File: src/rtl/dmem_pkg.sv
// Shared definitions for the data-memory port: geometry, the
// arbiter mode encoding and the byte-address legality check.
package dmem_pkg;

  localparam int unsigned ADDR_W       = 11;
  localparam int unsigned DATA_W       = 32;
  localparam int unsigned DMEM_DEPTH   = 1 << ADDR_W;
  localparam logic [31:0] DM_BASE      = 32'h1001_0000;
  localparam int unsigned LDR_WAIT_MAX = 4;

  // Arbiter mode: NORMAL gives the CPU priority, FORCE hands one
  // cycle to a starved loader.
  typedef enum logic [0:0] {
    MODE_NORMAL = 1'b0,
    MODE_FORCE  = 1'b1
  } mode_e;

  // An offset from the memory base is legal when it is word aligned
  // and falls inside a window of 2^aw words.
  function automatic logic addr_legal(input logic [31:0] off, input int unsigned aw);
    logic [33:0] span;
    span = 34'd4 << aw;
    return ({2'b00, off} < span) && (off[1:0] == 2'b00);
  endfunction

endpackage

File: src/rtl/dmem_addr_xlate.sv
// Byte address to word index translation for a memory based at BASE.
// Purely combinational; also intended for the instruction memory.
module dmem_addr_xlate
  import dmem_pkg::*;
#(
  parameter logic [31:0] BASE = dmem_pkg::DM_BASE,
  parameter int unsigned AW   = dmem_pkg::ADDR_W
) (
  input  logic [31:0]   byte_addr,
  output logic [AW-1:0] word_idx,
  output logic          legal
);

  logic [31:0] off;

  // Offset wraps modulo 2^32 so addresses below BASE come out huge and illegal.
  always_comb begin
    off      = byte_addr - BASE;
    word_idx = off[AW+1:2];
    legal    = addr_legal(off, AW);
  end

endmodule

File: src/rtl/dmem_arbiter.sv
// Single-port DMEM sharing between the CPU data port and a loader
// master. CPU has priority; a loader refused for LDR_WAIT_MAX cycles
// gets the next cycle by force while the CPU is stalled.
//
// Loader handshake: ldr_req is held with stable ldr_we/ldr_addr/
// ldr_wdata until ldr_gnt=1 is seen in the same cycle; that cycle
// performs the access. Read data follows as a one-cycle ldr_rvalid
// pulse with ldr_rdata on the next cycle; writes give no pulse.
module dmem_arbiter
  import dmem_pkg::*;
#(
  parameter int unsigned ADDR_W       = dmem_pkg::ADDR_W,
  parameter int unsigned DATA_W       = dmem_pkg::DATA_W,
  parameter logic [31:0] DM_BASE      = dmem_pkg::DM_BASE,
  parameter int unsigned LDR_WAIT_MAX = dmem_pkg::LDR_WAIT_MAX
) (
  input  logic              clk,
  input  logic              reset,
  input  logic              cpu_cs,
  input  logic              cpu_r,
  input  logic              cpu_w,
  input  logic [31:0]       cpu_addr,
  input  logic [DATA_W-1:0] cpu_wdata,
  output logic [DATA_W-1:0] cpu_rdata,
  output logic              cpu_stall,
  output logic              cpu_err,
  input  logic              ldr_req,
  input  logic              ldr_we,
  input  logic [ADDR_W-1:0] ldr_addr,
  input  logic [DATA_W-1:0] ldr_wdata,
  output logic              ldr_gnt,
  output logic              ldr_rvalid,
  output logic [DATA_W-1:0] ldr_rdata,
  output logic              dm_ena,
  output logic              dm_write,
  output logic              dm_read,
  output logic [ADDR_W-1:0] dm_addr,
  output logic [DATA_W-1:0] dm_wdata,
  input  logic [DATA_W-1:0] dm_rdata,
  output mode_e             dbg_mode,
  output logic [3:0]        dbg_wait_cnt
);

  localparam logic [3:0] WAIT_LIMIT = 4'(LDR_WAIT_MAX - 1);

  logic [ADDR_W-1:0] cpu_idx;
  logic              cpu_legal;
  logic              cpu_active;
  logic              cpu_req;
  logic              cpu_bad;
  logic              ldr_win;
  logic              cpu_own;

  mode_e             mode_q, mode_d;
  logic [3:0]        wait_cnt_q, wait_cnt_d;
  logic              cpu_err_q, cpu_err_d;
  logic              ldr_rvalid_q, ldr_rvalid_d;
  logic [DATA_W-1:0] ldr_rdata_q, ldr_rdata_d;

  dmem_addr_xlate #(
    .BASE (DM_BASE),
    .AW   (ADDR_W)
  ) u_xlate (
    .byte_addr (cpu_addr),
    .word_idx  (cpu_idx),
    .legal     (cpu_legal)
  );

  // Request decode, grant decision and the granted-master mux.
  always_comb begin
    cpu_active = cpu_cs & (cpu_r | cpu_w);
    cpu_req    = cpu_active & cpu_legal;
    cpu_bad    = cpu_active & ~cpu_legal;
    // Illegal CPU accesses never reach DMEM, so they do not block the loader.
    ldr_win    = ldr_req & (~cpu_req | (mode_q == MODE_FORCE));

    ldr_gnt    = reset & ldr_win;
    cpu_own    = reset & cpu_req & ~ldr_win;
    cpu_stall  = reset & cpu_req & ldr_win;

    dm_ena   = 1'b0;
    dm_write = 1'b0;
    dm_read  = 1'b0;
    dm_addr  = '0;
    dm_wdata = '0;
    if (ldr_gnt) begin
      dm_ena   = 1'b1;
      dm_write = ldr_we;
      dm_read  = ~ldr_we;
      dm_addr  = ldr_addr;
      dm_wdata = ldr_wdata;
    end else if (cpu_own) begin
      // Both cpu_r and cpu_w set resolves to a write.
      dm_ena   = 1'b1;
      dm_write = cpu_w;
      dm_read  = ~cpu_w;
      dm_addr  = cpu_idx;
      dm_wdata = cpu_wdata;
    end

    cpu_rdata = cpu_own ? dm_rdata : '0;
  end

  // Next-state: starvation counter, mode, sticky error and loader read return.
  always_comb begin
    wait_cnt_d = '0;
    if (ldr_req && !ldr_gnt && (wait_cnt_q != 4'hF)) begin
      wait_cnt_d = wait_cnt_q + 4'd1;
    end else if (ldr_req && !ldr_gnt) begin
      wait_cnt_d = wait_cnt_q;
    end

    // FORCE lasts one cycle whether or not the loader still wants it.
    mode_d = MODE_NORMAL;
    if ((mode_q == MODE_NORMAL) && ldr_req && !ldr_gnt && (wait_cnt_q >= WAIT_LIMIT)) begin
      mode_d = MODE_FORCE;
    end

    cpu_err_d    = cpu_err_q | cpu_bad;
    ldr_rvalid_d = ldr_gnt & ~ldr_we;
    ldr_rdata_d  = (ldr_gnt && !ldr_we) ? dm_rdata : ldr_rdata_q;
  end

  // State registers with asynchronous active-low reset.
  always_ff @(posedge clk or negedge reset) begin
    if (!reset) begin
      mode_q       <= MODE_NORMAL;
      wait_cnt_q   <= '0;
      cpu_err_q    <= 1'b0;
      ldr_rvalid_q <= 1'b0;
      ldr_rdata_q  <= '0;
    end else begin
      mode_q       <= mode_d;
      wait_cnt_q   <= wait_cnt_d;
      cpu_err_q    <= cpu_err_d;
      ldr_rvalid_q <= ldr_rvalid_d;
      ldr_rdata_q  <= ldr_rdata_d;
    end
  end

  assign cpu_err      = cpu_err_q;
  assign ldr_rvalid   = ldr_rvalid_q;
  assign ldr_rdata    = ldr_rdata_q;
  assign dbg_mode     = mode_q;
  assign dbg_wait_cnt = wait_cnt_q;

endmodule

File: config.mk
export PLATFORM = sky130hd
export DESIGN_NAME = dmem_arbiter
export DESIGN_NICKNAME = d
export VERILOG_FILES = /design/src/rtl/dmem_pkg.sv /design/src/rtl/dmem_addr_xlate.sv /design/src/rtl/dmem_arbiter.sv
export SDC_FILE = /design/constraint.sdc
export NUM_CORES = 1
export LEC_CHECK = 0
export ABC_AREA = 1
export CORE_ASPECT_RATIO = 1.25
export CORE_MARGIN = 8
export CORE_UTILIZATION = 31
export CTS_CLUSTER_DIAMETER = 40
export DETAILED_ROUTE_END_ITERATION = 8
export PLACE_DENSITY = 0.83
export REMOVE_ABC_BUFFERS = 1
export SLEW_MARGIN = 25
export SYNTH_ARGS = -nofsm -noshare
export SYNTH_HDL_FRONTEND = slang
export SYNTH_SLANG_ARGS = --single-unit
File: constraint.sdc
create_clock -name clk -period 3.7 [get_ports clk]
set_clock_uncertainty 0.1 [all_clocks]
set_input_delay 0.925 -clock clk [delete_from_list [all_inputs] [get_ports clk]]
set_output_delay 0.925 -clock clk [all_outputs]
set_load 0.1 [all_outputs]
==> summary.txt <==
Status - finished with violations
Failing checks - negative setup slack
Peak Freq - 255.3 MHz
Layout cells sized above 1 - 0.4556
CP max FO - 22
Crit path kind - in -> out
Endpoint class of the critical path - output pin
Clock-pin slew of the registers on the worst-case setup and hold paths - 0.07 ns
Drt pass-1 iters - 5
Most frequent cell after synthesis - nand2_1
First-pass GRT wire length - 25550 µm
Worst rel slew slack - 0.6162
CP Data Required Time - 2.67 ns
Post-Route WL - 19680 µm
Total CTS buffers - 5
Placed wire-length estimate - 12540 µm
Number of synthesized register bits - 39
Post-route ant nets - 0
Area share of the largest cell type after synthesis - 0.3554
Max-Cap Viols - 0
Mapped Area - 0.002746 mm²
Initial antenna violation count - 1
Net Sw Frac - 0.5099
Clk sinks - 39
Sequential fraction of the synthesis area - 0.3554
Clk pwr share - 0.141
Total gr overflow - 0
Least-Margin Pin Slew - 0.5757 ns
Commonest cells in the netlist - nand2_1, nor2_1, nand3_1
DR vias/cell - 5.187
CTS tree - yes
Syn_area_per_cell - 6.372 µm²
Fin. max-slew vios - 0
CP Launch Type - input port
Die X - 100.2 µm
Final period util - 1.059
Synth unique cells - 27
Worst skew pair latency - 0.29 ns
CP max stage delay - 0.22 ns
RSZ-0062 raised after global routing - yes
Final hold violation count - 0
Core Region - 0.008653 mm²
Die ar. - 0.01215 mm²
Fillers - 427
Top_reg_cell synth - dfrtp_1
Vias - 4357
Pint - 0.0009698 W
Rows - 38
Initial Util - 0.3174
Ranking of synthesized cells by area - dfrtp_1, nand2_1, nand3_1, nor2_1, inv_1
Worst Hold Class - in -> async
CTS root buf - clkbuf_8
Worst hold slack - 0.3566 ns
# hold bufs at CTS - 0
Final core utilization - 0.8527
Setup violators final - 79
Ys async rst share - 1.000
Drt initial violations - 294
Area Growth Syn to Fin - 168.7%
P_sw - 0.001009 W
Synth warn - 0
Min setup slack post-route - -0.2176 ns
Biggest area consumer among synthesized cells - dfrtp_1
PwrDens - 268.2 mW/mm²
N_diodes - 0
Num ports - 265
Critical-path cell list - buf_2, nor2_1, nand2_1, nor2_2, nand2_2, nand2_2, nand2_1, nand2_1, nand2_2, nor2_4, nand3_4, nand2_8, buf_16, nand3_1, nand2_2, buf_12
Gate Count Post-Synth - 431
Crit path DAT - 2.89 ns
Largest net degree at the start of global routing - 66
Number of global-route vias before repair - 4524
VDD IR max - 0.2664 mV
Post-synth EDFFs - 0
Die Ht - 121.2 µm
Combinational fraction of design power - 0.595
Fin nets - 866
Crit path top cell by count - nand2_2
DRC Markers - 0
Crit path max-delay cell type - buf_16
Bufs on Longest Clock Path - 2
CTS HTree Levels - 2
GPL Wtd Cong - 0.8829
GR Util All Layers - 0.2722
WL/cell - 23.43 µm
PortBufs - 264
Leak - 3.286 nW
Seq pwr share - 0.264
Tmin final - 3.918 ns
==> cell type report <==
cell class / count / area (µm²) / share of cell area
inverter: 55 / 216.5 / 0.02934
timing repair buffer: 301 / 3817 / 0.5174
tap: 120 / 150.1 / 0.02035
multi-input combinational: 317 / 2137 / 0.2896
clock buffer: 7 / 76.32 / 0.01034
clock inverter: 1 / 5.005 / 0.0006783
sequential: 39 / 975.9 / 0.1323
==> metrics by stage <==
step / power (W) / std cells / setup TNS (ns) / setup slack [ns] / cell area (µm²)
4_1_cts: 0.001941 / 834 / -4.864 / -0.1384 / 6915
5_1_grt: 0.002051 / 840 / -19.24 / -0.3320 / 7378
3_5_place_dp: 0.001632 / 814 / -35.78 / -0.6479 / 6279
6_report: 0.001979 / 840 / -9.706 / -0.2176 / 7378
2_1_floorplan: 0.001199 / 409 / -57.41 / -1.821 / 2580
3_3_place_gp: 0.001616 / 814 / -27.93 / -0.5539 / 6279
==> critical path, delay by kind of cell <==
kind / cells / cell delay [ns]
and+or+nand+nor: 13 / 1.46
buffers and inverters: 3 / 0.52
==> metal layers <==
metal	vias to the layer above	part of all wire	track usage
li1	1914	-	-
met2	338	0.48	0.4670
met4	2	0.056	0.1251
met3	87	0.12	0.1016
met1	2016	0.34	0.2892
met5	-	0.00051	0
==> flip-flops by register name, summed over array words and instances (netlist names) <==
| name | flops |
|---|---|
| cpu_err | 1 |
| dbg_mode | 1 |
| dbg_wait_cnt | 4 |
| ldr_rdata | 32 |
| ldr_rvalid | 1 |
==> cell usage in the layout (no fill, tap or decap), types with 2 or more instances in the layout <==
cell	instances
clkdlybuf4s50_1	124
nand2_1	93
buf_12	88
buf_4	60
inv_1	45
nand2_2	43
dfrtp_1	39
nor2_4	37
nand3_1	30
o21ai_1	19
nor2_1	18
o21ai_0	17
nand3_2	15
nand3_4	10
nand2_4	10
buf_2	10
inv_2	7
nor2_2	7
buf_6	7
clkbuf_8	5
clkbuf_16	5
nand2_8	4
buf_8	3
inv_4	2
nor3_2	2
o21ai_2	2
clkbuf_1	2
buf_16	2
clkbuf_2	2
==> power groups by stage <==
stage	logic, W	registers, W	clock network [W]
floorplan	0.000256	0.000943	0
global placement	0.00109	0.000523	0
detailed placement	0.00111	0.000526	0
CTS	0.00113	0.000520	0.000288
global route	0.00122	0.000528	0.000305
finish	0.00118	0.000522	0.000279
==> final timing paths <==
path / from / endpoint / slack (ns) / cells after the start
min: reset / cpu_err / 0.36 / 1
max: cpu_addr[26] / dm_wdata[15] / -0.22 / 16
max in group asynchronous: reset / ldr_rdata[15] / 2.45 / 2
max reg2reg: dbg_mode / ldr_rdata[26] / 1.76 / 6
min in group clk: cpu_err / cpu_err / 0.39 / 1
min reg2reg: cpu_err / cpu_err / 0.39 / 1
==> kinds of logic after synthesis <==
kind of cell               Yosys count  synth area share
AOI/OAI and AO/OA                   42           0.07882
buffers and inverters               77            0.1358
and+or+nand+nor                    271            0.4223
xor gates and xnor gates             1          0.003190
DFF                                 39            0.3554
adders and majority gates            1          0.004555
==> timing repair <==
action                     in CTS  in global routing
setup buffers                   8                  4
pin swaps                      22                 48
cloned                          4                  4
gates resized for setup       206                 87
setup endpoints to repair      80                 80
Note: power is estimated with default switching activity, not from simulation.
